**src/rtl/uart_word_rx.sv**
```systemverilog
// uart_word_rx: receives the 32-bit word frames sent by the host-side UART
// transmitter on the DVS2SpiNN link. Each frame is one low start bit, then
// 32 data bits LSB first, then a high stop bit. The line is oversampled 16x.
// An oversample tick comes from a clock divider.
//
// Ports:
//   clk          master clock, rising edge
//   rst          synchronous reset, active-low
//   rx           serial line, asynchronous, idle high
//   rx_word      received word, held stable while word_valid is high
//   word_valid   rx_word holds a word the consumer has not yet taken
//   word_ready   consumer takes the word on an edge where valid && ready
//   is_receiving high in every state except IDLE
//   frame_error  one-cycle pulse when the stop bit is sampled low
//   overrun      one-cycle pulse when a good frame is dropped because the
//                previous word is still unconsumed
//
// state     | meaning
// ----------+------------------------------------------------------------
// IDLE      | line idle, waiting for rx_s to go low
// START     | start edge seen, confirming the start bit at mid-bit
// DATA      | sampling the 32 data bits at mid-bit, LSB first
// STOP      | waiting for mid stop bit, then deliver / overrun / error
// WAIT_HIGH | stop bit was low; hold off until the line returns high

module uart_word_rx #(
  parameter int CLOCK_DIVIDE = 1085,
  parameter int WORD_BITS    = 32
) (
  input  logic        clk,
  input  logic        rst,
  input  logic        rx,
  output logic [31:0] rx_word,
  output logic        word_valid,
  input  logic        word_ready,
  output logic        is_receiving,
  output logic        frame_error,
  output logic        overrun
);

  localparam logic [10:0]      DIV_RELOAD = 11'(CLOCK_DIVIDE - 1);
  localparam int               IDX_W      = $clog2(WORD_BITS);
  localparam logic [IDX_W-1:0] LAST_IDX   = IDX_W'(WORD_BITS - 1);
  // tcnt value on the tick that lands in the middle of a bit
  localparam logic [3:0]       MID_TICK   = 4'd7;

  typedef enum logic [2:0] {
    S_IDLE,
    S_START,
    S_DATA,
    S_STOP,
    S_WAIT_HIGH
  } state_t;

  state_t           state;
  state_t           state_nxt;

  logic             rx_meta;
  logic             rx_s;
  logic [10:0]      div_cnt;
  logic [3:0]       tcnt;
  logic [IDX_W-1:0] bit_idx;
  logic [31:0]      shreg;

  logic             tick;
  logic             sample;
  logic             start_det;
  logic             clr_idx;
  logic             shift_en;
  logic             stop_ok;
  logic             stop_bad;
  logic             accept;
  logic             load_word;
  logic             drop_word;

  assign tick   = (div_cnt == 11'd0);
  // Tick counting runs free modulo 16 after the start edge. So every
  // mid-bit sample point is the tick on which tcnt still reads 7.
  assign sample = tick && (tcnt == MID_TICK);

  assign accept    = word_valid && word_ready;
  // If the consumer takes the old word on the same edge, the new word
  // replaces it and no overrun is raised.
  assign load_word = stop_ok && (!word_valid || word_ready);
  assign drop_word = stop_ok && word_valid && !word_ready;

  assign is_receiving = (state != S_IDLE);

  always_comb begin
    state_nxt = state;
    start_det = 1'b0;
    clr_idx   = 1'b0;
    shift_en  = 1'b0;
    stop_ok   = 1'b0;
    stop_bad  = 1'b0;
    case (state)
      S_IDLE: begin
        if (!rx_s) begin
          start_det = 1'b1;
          state_nxt = S_START;
        end
      end
      S_START: begin
        if (sample) begin
          if (!rx_s) begin
            clr_idx   = 1'b1;
            state_nxt = S_DATA;
          end else begin
            state_nxt = S_IDLE;
          end
        end
      end
      S_DATA: begin
        if (sample) begin
          shift_en = 1'b1;
          if (bit_idx == LAST_IDX) begin
            state_nxt = S_STOP;
          end
        end
      end
      S_STOP: begin
        // Returning to IDLE at mid stop bit leaves half a bit of margin.
        // That is enough to catch a start bit that follows immediately.
        if (sample) begin
          if (rx_s) begin
            stop_ok   = 1'b1;
            state_nxt = S_IDLE;
          end else begin
            stop_bad  = 1'b1;
            state_nxt = S_WAIT_HIGH;
          end
        end
      end
      S_WAIT_HIGH: begin
        if (rx_s) begin
          state_nxt = S_IDLE;
        end
      end
      default: begin
        state_nxt = S_IDLE;
      end
    endcase
  end

  always_ff @(posedge clk) begin
    if (!rst) begin
      rx_meta <= 1'b1;
      rx_s    <= 1'b1;
      state   <= S_IDLE;
    end else begin
      rx_meta <= rx;
      rx_s    <= rx_meta;
      state   <= state_nxt;
    end
  end

  // Reloading the divider on the start edge aligns the tick phase to the
  // edge. Mid-bit sampling then depends only on the tick count.
  always_ff @(posedge clk) begin
    if (!rst) begin
      div_cnt <= DIV_RELOAD;
      tcnt    <= 4'd0;
    end else begin
      if (start_det || tick) begin
        div_cnt <= DIV_RELOAD;
      end else begin
        div_cnt <= div_cnt - 11'd1;
      end
      if (start_det) begin
        tcnt <= 4'd0;
      end else if (tick) begin
        tcnt <= tcnt + 4'd1;
      end
    end
  end

  always_ff @(posedge clk) begin
    if (!rst) begin
      bit_idx <= '0;
      shreg   <= 32'd0;
    end else begin
      if (clr_idx) begin
        bit_idx <= '0;
      end else if (shift_en) begin
        bit_idx <= bit_idx + 1'b1;
      end
      // LSB arrives first, so each new bit enters at the top.
      // After 32 shifts, bit 0 sits in shreg[0].
      if (shift_en) begin
        shreg <= {rx_s, shreg[31:1]};
      end
    end
  end

  always_ff @(posedge clk) begin
    if (!rst) begin
      rx_word     <= 32'd0;
      word_valid  <= 1'b0;
      frame_error <= 1'b0;
      overrun     <= 1'b0;
    end else begin
      if (load_word) begin
        rx_word    <= shreg;
        word_valid <= 1'b1;
      end else if (accept) begin
        word_valid <= 1'b0;
      end
      frame_error <= stop_bad;
      overrun     <= drop_word;
    end
  end

endmodule

```
**config.mk**
```make
export PLATFORM = sky130hd
export DESIGN_NAME = uart_word_rx
export DESIGN_NICKNAME = d
export VERILOG_FILES = /design/src/rtl/uart_word_rx.sv
export SDC_FILE = /design/constraint.sdc
export NUM_CORES = 1
export LEC_CHECK = 0
export ABC_AREA = 1
export CORE_ASPECT_RATIO = 0.8
export CORE_MARGIN = 3
export CORE_UTILIZATION = 45
export CTS_BUF_LIST = sky130_fd_sc_hd__clkbuf_16
export DETAILED_ROUTE_END_ITERATION = 6
export GPL_ROUTABILITY_DRIVEN = 1
export GPL_TIMING_DRIVEN = 0
export PLACE_DENSITY_LB_ADDON = 0.3
export REMOVE_ABC_BUFFERS = 1
export SYNTH_ARGS = -nofsm -noshare
export SYNTH_HDL_FRONTEND = slang
export SYNTH_SLANG_ARGS = --single-unit
```
**constraint.sdc**
```tcl
create_clock -name clk -period 2 [get_ports clk]
set_clock_uncertainty 0.2 [all_clocks]
set_input_delay 0.4 -clock clk [delete_from_list [all_inputs] [get_ports clk]]
set_output_delay 0.4 -clock clk [all_outputs]
set_load 0.03 [all_outputs]
```
==> results of run 1 <==
## through the flow
stage	hold WS (ps)	utilization [%]	TNS, ps
3_3_place_gp	198	51.9	-104380
2_1_floorplan	193	-	-14030
6_report	208	62.0	0
5_1_grt	232	62.0	-66.3
3_5_place_dp	198	51.9	-107840
4_1_cts	215	59.4	0
## final cells by class
cell class	instances	share of cell area, %
clock buffers	9	4.53
clock inverters	7	1.81
inverters	56	4.56
multi-input cells	351	35.1
flip-flops and latches	92	37.2
well taps	108	2.72
repair buffers	60	13.7
repair inverters	3	0.453
## timing repair
item / in CTS / in global routing
cloned: 5 / 3
setup endpoints to repair: 93 / 86
gates resized for setup: 19 / 37
pin swaps: 7 / 8
setup buffers: 15 / 5
## logic make-up after synthesis
kind of cell	Yosys count	synth area share, %
DFF	92	49.0
and+or+nand+nor	278	31.2
buffers and inverters	77	8.88
adders and majority gates	5	1.66
AOI/OAI and AO/OA	58	7.88
xor gates and xnor gates	6	1.40
## cell usage in the layout (no fill, tap or decap), types with 3 or more instances in the layout
master / instances
clkbuf_16: 10
clkdlybuf4s50_1: 31
xor2_1: 4
nand3_1: 12
nand4_1: 3
inv_2: 4
dlymetal6s2s_1: 6
ha_1: 3
nor2_2: 4
dfxtp_2: 4
o21ai_0: 7
nand2_1: 157
buf_4: 9
nor2_1: 82
a21oi_1: 47
nand4_4: 6
dfxtp_1: 88
nor2_4: 4
buf_6: 5
inv_6: 6
buf_12: 7
inv_1: 50
## power groups by stage
| stage | clock (mW) | sequential, mW | combinational [mW] |
|---|---|---|---|
| final | 1.76 | 1.91 | 0.412 |
| after global routing | 1.87 | 1.92 | 0.457 |
| after CTS | 1.78 | 1.91 | 0.365 |
| after detailed placement | 0 | 1.95 | 0.344 |
| after global placement | 0 | 1.95 | 0.340 |
| after floorplan | 0 | 1.94 | 0.250 |
## final timing paths
check,endpoint,slack [ps],depth (start not counted)
max,rx_word[27],30,1
min,div_cnt[0],210,1
max reg2reg,shreg[31],60,9
min reg2reg,div_cnt[0],210,1
## routing by layer
layer	GRT usage, %	up-vias	share of wire [%]
li1	-	1716	-
met2	31.8	134	48
met1	25.0	1592	43
met3	4.72	28	6.8
met4	7.57	0	2.3
met5	0	-	0
## sequential cells by signal, indices dropped and copies added, names as in the netlist, 3 cells and up
signal / cells
bit_idx: 5
tcnt: 4
div_cnt: 11
shreg: 32
rx_word: 32
state: 3
==> results.md, run 1 <==
- Yosys top cell area share: 49.0%
- Peak supply drop: 0.446 mV
- WL final: 9780 microns
- Cells after DPL: between 600 and 700
- Placed cell areas: around 4200 sq um
- First-pass GRT wire length: 14,600 microns
- Antenna-violating nets left: 0
- Max-slew violation count: 0
- Switching pwr: 1.09 mW
- Final Setup Violations: 0
- Hold_sp: div_cnt[0]
- Seq/Total Area, Yosys: 49.0%
- Final period utilization: 98.5%
- Initial Utilization: a little under half
- Vias in the first global route: roughly 3,100
- Clk_lat worst skew: 340 ps
- Count leader, synth: nand2_1
- Die ar.: 9500 sq um
- CP arrival: 1370 ps
- Routability cong.: 0.781
- ANT cells: 0
- Synth cell count leaders: nand2_1, dfxtp_1, nor2_1
- Area grow syn2layout: 32.2%
- Critical Path Source Type: flip-flop
- Leading post-synthesis cells by cell area: dfxtp_1, nand2_1, nor2_1, a21oi_1, inv_1
- Fillcell total: 658
- Setup WS pre-CTS: -2450 ps
- Worst r2r src: tcnt[0]
- Final Non-Filler Cells: 686
- Clock-pin slew on the worst setup and hold paths: 70 ps
- Detail Placement HPWL: 4490 microns
- Drt first pass iters: 7
- Number of synthesized flops with an enable pin: 0
- Predominant post-synthesis flop cell: dfxtp_1
- Gr ovfl total: 0
- Via count: 3,470
- Kind of critical path: flip-flop to output pin
- Total CTS buffers: 9
- Largest net degree at the start of global routing: 39
- Comb pwr share: 10.1%
- Crit-path cells: clkdlybuf4s50_1
- Die Wd: 108 microns
- Net Sw Frac: 26.7%
- CP delay by family, top: buffers and inverters
- Multi-input combinational cell area: 1750 sq um
- Design Power: 4.08 mW
- Max Freq: ~500 MHz
- Flop pwr share: a little under half
- Cell taking the most area after synthesis: dfxtp_1
- Die height: around 88 microns
- Clock sink count: 92
- PwrDens: 821 nW/um^2
- Final Hold Vio Count: 0
- Leakage: 2.24 nW
- Slew margin rel.: between 50% and 60%
- Syn. warnings: 0
- Fin worst setup slack: 30.7 ps
- Clock group share of total power: 43.1%
- Min-Delay Path Class: flip-flop to flip-flop
- Post-Syn Instances: between 500 and 600
- Synthesized flop and latch total: 92
- Async S/R FF share, synth: 0%
- Failing checks: design-rule violations
- Syn avg cell area: 7.29 sq um
- CTS root buffer: clkbuf_16
- DRC viols: 9
- Std-Cell Core Area: 8020 sq um
- Slew of the pin with the lowest slew margin: about 700 ps
- Starting DRT DRC Count: 285
- CP max FO: 2
- Post-synth cell types: 33
- NumNets Final: 582
- Worst Setup End Kind: output pin
- Crit. Startpoint: rx_word[27]
- Worst path bufs/invs: 1
- Initial antenna violation count: 0
- Port buffer count: 39
- Post-route cell area: roughly 5000 sq um
- Max-cap violations: 0
- Int Power: around 3.0 mW
- Vias per inst: slightly above 5
- Slowest CP cell: clkdlybuf4s50_1
- Max H-tree Level: 3
- Mapped Area: 3760 sq um
- Wire per inst: 14.3 microns
- Layout cell share with drive strength beyond 1: 13.7%
- FP Rows: 29
- # hold bufs at CTS: 0
- Min Tclk post-route: 1970 ps
- Delay of the slowest critical-path stage: 680 ps
- Clock tree buffer depth: 2
- # IOs: 40
- Outcome: finished, violations left
- Data required time of the worst path: 1400 ps
- Sequential Area: around 1800 sq um
- GRT Util Overall: 19.4%
- CTS tree: yes
(Power assumes the default switching activity.)
==> run 2: changes to the inputs <==
--- a/config.mk
+++ b/config.mk
@@ -6,15 +6,18 @@
 export NUM_CORES = 1
 export LEC_CHECK = 0
 export ABC_AREA = 1
+export CELL_PAD_IN_SITES_DETAIL_PLACEMENT = 0
+export CELL_PAD_IN_SITES_GLOBAL_PLACEMENT = 1
 export CORE_ASPECT_RATIO = 0.8
 export CORE_MARGIN = 3
-export CORE_UTILIZATION = 45
+export CORE_UTILIZATION = 41
 export CTS_BUF_LIST = sky130_fd_sc_hd__clkbuf_16
 export DETAILED_ROUTE_END_ITERATION = 6
 export GPL_ROUTABILITY_DRIVEN = 1
 export GPL_TIMING_DRIVEN = 0
-export PLACE_DENSITY_LB_ADDON = 0.3
+export PLACE_DENSITY = 0.78
 export REMOVE_ABC_BUFFERS = 1
+export SLEW_MARGIN = 10
 export SYNTH_ARGS = -nofsm -noshare
 export SYNTH_HDL_FRONTEND = slang
 export SYNTH_SLANG_ARGS = --single-unit
==> run 2 against run 1 <==
Net effect: the flow now finishes without violations; power decreased by 4.3%; wire length down 6.3%; maximum frequency up 0.70%; largest power group unchanged; critical path type unchanged; utilization shrank 6.2 points; register-to-register slack better by 70 ps; worst setup slack gained 14 ps; combinational power fell by 5.1%; first-iteration DRC count fell by 27%; flip-flop and latch count unchanged.
==> results.md, run 2 (synthesis results as in run 1) <==
- Net Sw Frac: 25.0% (-1.7 points)
- Critical Path Source Type: flip-flop
- First-pass GRT wire length: 14,400 microns (-1.3%)
- Hold_sp: div_cnt[0]
- Drt first pass iters: 4 (-3)
- Worst r2r src: tcnt[1]
- Cells on worst reg2reg path: 9 (unchanged)
- Vias in the first global route: 2,904 (-7.6%)
- Kind of critical path: flip-flop to output pin
- CTS tree: yes
- Starting DRT DRC Count: 209 (-27%)
- Slowest CP cell: clkdlybuf4s50_1
- CP delay by family, top: buffers and inverters
- GR Util met1: 22.6% (-2.4 points)
- Peak supply drop: 0.609 mV (+36%)
- Crit-path cells: clkdlybuf4s50_1
- Detail Placement HPWL: 4530 microns (+0.93%)
- Gr ovfl total: 0 (unchanged)
- Area grow syn2layout: 29.1%
- Met3 Use GR: 5.15% (+0.43 points)
- Clock group share of total power: 40.9% (-2.2 points)
- Total CTS buffers: 9 (unchanged)
- Int Power: 2.93 mW (-2.2%)
- Port buffer count: 39 (unchanged)
- Via count: 3,250 (-6.3%)
- PwrDens: 805 nW/um^2 (-2.0%)
- Design Power: 3.91 mW (-4.3%)
- Fillcell total: 845 (+28%)
- Hold path depth: 1 (unchanged)
- Setup TNS: 0 ps (unchanged)
- Largest regs: rx_word (32), shreg (32), div_cnt (11)
- R2r setup slk: 130 ps (+70 ps)
- Leakage: 2.18 nW (-2.8%)
- Outcome: completed
- Clock sink count: 92 (unchanged)
- Post-layout util: 55.7% (-6.2 points)
- Initial antenna violation count: 0 (unchanged)
- Clock tree buffer depth: 2 (unchanged)
- Max-slew violation count: 0 (unchanged)
- M2 GR Usage: 28.1% (-3.7 points)
- Wire per inst: 13.4 microns (-6.0%)
- NumNets Final: 578 (-0.69%)
- Slew of the pin with the lowest slew margin: 807 ps (+104 ps)
- Min Tclk post-route: 1960 ps (-13.8 ps)
- Min-Delay Path Class: flip-flop to flip-flop
- Setup WS pre-CTS: -1360 ps (+1100 ps)
- Slew margin rel.: 45.9% (-7.0 points)
- RSZ-0062 raised after global routing: yes
- Placed cell areas: 4160 sq um (unchanged)
- Initial Utilization: 43.2% (-3.7 points)
- Routability cong.: 0.719 (-8.0%)
- Final Hold Vio Count: 0 (unchanged)
- Comb pwr share: 10.0% (about the same)
- WL final: 9170 microns (-6.3%)
- Commonest non-fill, non-tap cells in the layout: nand2_1, dfxtp_1, nor2_1
- Final Setup Violations: 0 (unchanged)
- FP Rows: 30 (+3.4%)
- CTS root buffer: clkbuf_16
- GRT Util Overall: 17.6% (-1.8 points)
- Max-cap violations: 0 (unchanged)
- Die ar.: 10,400 sq um (+9.1%)
- Clock-pin slew on the worst setup and hold paths: 60 ps (about the same)
- Worst Setup End Kind: output pin
- Clk_lat worst skew: 340 ps (about the same)
- Post-route cell area: 4850 sq um (-2.3%)
- Max Freq: 511 MHz (+0.70%)
- Hold WS: 212 ps (+4.73 ps)
- Data required time of the worst path: 1400 ps (about the same)
- Std-Cell Core Area: 8710 sq um (+8.6%)
- Cells after DPL: 646 (+0.62%)
- Die Wd: 113 microns (+4.5%)
- Die height: 91.7 microns (+4.4%)
- Largest net degree at the start of global routing: 39 (unchanged)
- CP max FO: 2 (unchanged)
- Most common cell after layout, fill and taps aside: nand2_1
- ANT cells: 0 (unchanged)
- Final period utilization: 97.8% (-0.69 points)
- DRC viols: 0 (-9)
- Final Non-Filler Cells: 684 (-0.29%)
- Vias per inst: 4.75 (-6.1%)
- Antenna-violating nets left: 0 (unchanged)
- CP arrival: 1360 ps (about the same)
- Layout cell share with drive strength beyond 1: 11.7% (-2.0 points)
- Switching pwr: 0.978 mW (-10%)
- Worst Hold End: div_cnt[0]
- GR peak layer: met2
- Worst path bufs/invs: 1 (unchanged)
- # IOs: 40 (unchanged)
- Max H-tree Level: 3 (unchanged)
- Delay of the slowest critical-path stage: 670 ps (about the same)
- Reg2reg end: bit_idx[3]
- Flop pwr share: 49.1% (+2.2 points)
- Fin worst setup slack: 44.5 ps (+13.8 ps)
## run 2: changes by cell type in the layout (fill, tap and decap cells not counted), moves of 2 or more
cell,previous run,this run
clkinv_1,0,2
nor2_2,4,2
dfxtp_2,4,2
inv_6,6,2
buf_12,7,4
dfxtp_1,88,90
## run 2: routing by layer
layer	vias up	part of all wire, %
met5	-	0
met4	0	1.6
met3	13	4.5
met2	61	46
met1	1474	48
li1	1702	-
## run 2: cell type report
cell class / instances / area [sq um] / area share [%]
clock buffer: 9 / 225 / 4.64
clock inverter: 5 / 46.3 / 0.954
inverter: 56 / 226 / 4.66
multi-input combinational: 351 / 1740 / 35.8
sequential: 92 / 1840 / 38.0
tap: 112 / 140 / 2.89
timing repair buffer: 56 / 613 / 12.6
timing repair inverter: 3 / 22.5 / 0.464
## run 2: worst max-delay path by stage
stage | from | endpoint | slack (ps) | depth (start not counted)
2_1_floorplan | tcnt[0] | shreg[0] | -330 | 7
3_3_place_gp | rst | div_cnt[10] | -2530 | 8
3_5_place_dp | rst | div_cnt[10] | -1360 | 8
4_1_cts | state[0] | is_receiving | 4 | 3
5_1_grt | div_cnt[0] | rx_word[0] | -30 | 11
6_report | rx_word[2] | rx_word[2] | 40 | 1
## run 2: timing repair
item,4_1_cts,5_1_grt
pin swaps,6,7
hold buffers,0,0
buffers inserted,12,4
setup endpoints to repair,89,76
resized for setup,14,35
gates cloned,5,3
## run 2: power groups by stage
stage               combinational, mW  sequential (mW)  clock, mW
CTS                             0.368             1.91       1.64
floorplan                       0.250             1.94          0
global route                    0.438             1.92       1.71
detailed placement              0.346             1.95          0
global placement                0.347             1.95          0
finish                          0.391             1.92       1.60
==> run 3: changes to the inputs <==
--- a/config.mk
+++ b/config.mk
@@ -9,7 +9,6 @@
 export CELL_PAD_IN_SITES_DETAIL_PLACEMENT = 0
 export CELL_PAD_IN_SITES_GLOBAL_PLACEMENT = 1
 export CORE_ASPECT_RATIO = 0.8
-export CORE_MARGIN = 3
 export CORE_UTILIZATION = 41
 export CTS_BUF_LIST = sky130_fd_sc_hd__clkbuf_16
 export DETAILED_ROUTE_END_ITERATION = 6
@@ -17,6 +16,7 @@
 export GPL_TIMING_DRIVEN = 0
 export PLACE_DENSITY = 0.78
 export REMOVE_ABC_BUFFERS = 1
+export SKIP_LAST_GASP = 1
 export SLEW_MARGIN = 10
 export SYNTH_ARGS = -nofsm -noshare
 export SYNTH_HDL_FRONTEND = slang
==> run 3 against run 2 <==
Net effect: combinational power is 5% higher; worst setup slack worse by 5.5 ps; non-clock buffer count is 9 higher; final cell count grew 1.2%; count of clock-buffer cells in the layout unchanged; hold slack got worse by 6.8 ps; wire length up 2.4%; via count is 2.6% higher; power grew 4.3%; first-iteration DRC count is 6.2% lower; clock power up 9%; critical endpoint is now rx_word[30]; largest power group unchanged; highest routed layer unchanged.
==> results.md, run 3 (synthesis results as in run 1) <==
- Gr ovfl total: 0 (unchanged)
- Final Hold Vio Count: 0 (unchanged)
- Starting DRT DRC Count: 196 (-6.2%)
- Initial antenna violation count: 0 (unchanged)
- Leakage: 2.26 nW (+3.7%)
- Std-Cell Core Area: 8670 sq um (-0.43%)
- Detail Placement HPWL: 4510 microns (-0.37%)
- Die ar.: 9560 sq um (-7.7%)
- Setup TNS: 0 ps (unchanged)
- Outcome: completed
- DRC viols: 0 (unchanged)
- Most common cell after layout, fill and taps aside: nand2_1
- Hold WS: 206 ps (-6.78 ps)
- Slowest CP cell: dfxtp_1
- CTS tree: yes
- Most frequent cell on the critical path: nor2_1
- ANT cells: 0 (unchanged)
- Post-route cell area: 4990 sq um (+2.7%)
- Max-slew violation count: 0 (unchanged)
- Routability cong.: 0.794 (+11%)
- Slew of the pin with the lowest slew margin: 781 ps (-26.3 ps)
- WL final: 9390 microns (+2.4%)
- Total CTS buffers: 9 (unchanged)
- GRT Util Overall: 20.9% (+3.3 points)
- Via count: 3,333 (+2.6%)
- Worst Setup End Kind: flip-flop
- Largest regs: rx_word (32), shreg (32), div_cnt (11)
- Commonest non-fill, non-tap cells in the layout: nand2_1, dfxtp_1, nor2_1
- Final period utilization: 98.1% (+0.28 points)
- CP max FO: 6 (+4)
- Max-cap violations: 0 (unchanged)
- Min Tclk post-route: 1960 ps (+5.53 ps)
- Clock sink count: 92 (unchanged)
- Drt first pass iters: 4 (unchanged)
- NumNets Final: 586 (+1.4%)
- Wire per inst: 13.6 microns (+1.2%)
- Max Freq: 510 MHz (-0.28%)
- Min-Delay Path Class: flip-flop to flip-flop
- Die height: 87.7 microns (-4.4%)
- Kind of critical path: flip-flop to flip-flop
- Clk_lat worst skew: 340 ps (about the same)
- Vias per inst: 4.82 (+1.4%)
- Clock-pin slew on the worst setup and hold paths: 60 ps (about the same)
- Crit-path cells: ha_1 > inv_1 > nor3_4 > buf_6 > buf_12 > nand4_4 > buf_4 > nor2_1 > nor2_1
- Largest net degree at the start of global routing: 39 (unchanged)
- Initial Utilization: 43.4% (+0.19 points)
- Peak supply drop: 0.555 mV (-8.8%)
- Layout cell share with drive strength beyond 1: 13.3% (+1.6 points)
- PwrDens: 817 nW/um^2 (+1.5%)
- CP arrival: 1990 ps (+630 ps)
- Data required time of the worst path: 2030 ps (+630 ps)
- First-pass GRT wire length: 14,800 microns (+3.0%)
- Design Power: 4.07 mW (+4.3%)
- Placed cell areas: 4160 sq um (unchanged)
- Antenna-violating nets left: 0 (unchanged)
- Slew margin rel.: 47.7% (+1.8 points)
- Area grow syn2layout: 32.6%
- Post-layout util: 57.5% (+1.8 points)
- Final Setup Violations: 0 (unchanged)
- Vias in the first global route: 3,051 (+5.1%)
- # IOs: 40 (unchanged)
- CTS root buffer: clkbuf_16
- Critical Path Source Type: flip-flop
- Clock tree buffer depth: 2 (unchanged)
- Max H-tree Level: 3 (unchanged)
- Port buffer count: 39 (unchanged)
- FP Rows: 30 (unchanged)
- Die Wd: 109 microns (-3.5%)
- Delay of the slowest critical-path stage: 370 ps (-300 ps)
[run 3: stage by stage]
step                      cells  worst slack [ps]
after floorplan             495              -333
after detailed placement    646             -1370
after CTS                   679             -33.9
after global placement      646             -2550
after global routing        692             -33.3
final                       692              38.9
[run 3: power breakdown]
| part | internal [mW] | switching [mW] | total [mW] |
|---|---|---|---|
| Combinational | 0.139 | 0.270 | 0.409 |
| Clock | 1.07 | 0.676 | 1.74 |
| Sequential | 1.87 | 0.0496 | 1.92 |
[run 3: cell type report]
type	instances	area (sq um)
clock buffers	9	225
clock inverters	5	71.3
fillers	790	3680
inverters	56	226
multi-input cells	351	1760
flip-flops and latches	92	1840
well taps	112	140
repair buffers	65	707
repair inverters	2	16.3
[run 3: critical path, delay by kind of cell (launching register included)]
| family | cells | cell delay [ps] |
|---|---|---|
| adders and majority gates | 1 | 190 |
| buffers and inverters | 4 | 570 |
| DFF | 1 | 370 |
| and+or+nand+nor | 4 | 530 |
[run 3: final timing paths]
check / startpoint / to / slack, ps / cells after the start
worst max register to register: tcnt[0] / rx_word[30] / 40 / 9
worst max-delay path: tcnt[0] / rx_word[30] / 40 / 9
worst min register to register: div_cnt[0] / div_cnt[0] / 210 / 1
worst min-delay path: div_cnt[0] / div_cnt[0] / 210 / 1
[run 3: timing repair]
item                                    in CTS  in global routing
hold buffers                                 0                  0
gates resized for setup                     14                 36
pin swaps                                    7                  7
endpoints found under the hold margin        0                  0
setup buffers                               14                 10
endpoints found under the setup margin      89                 88
gates cloned                                 5                  3
[run 3: routing by layer]
metal,GRT usage [%],vias up,routed length (microns)
met5,0,-,0
met4,5.53,0,111
met3,5.58,8,417
met2,34.0,59,4430
met1,27.4,1541,4430
li1,-,1725,-
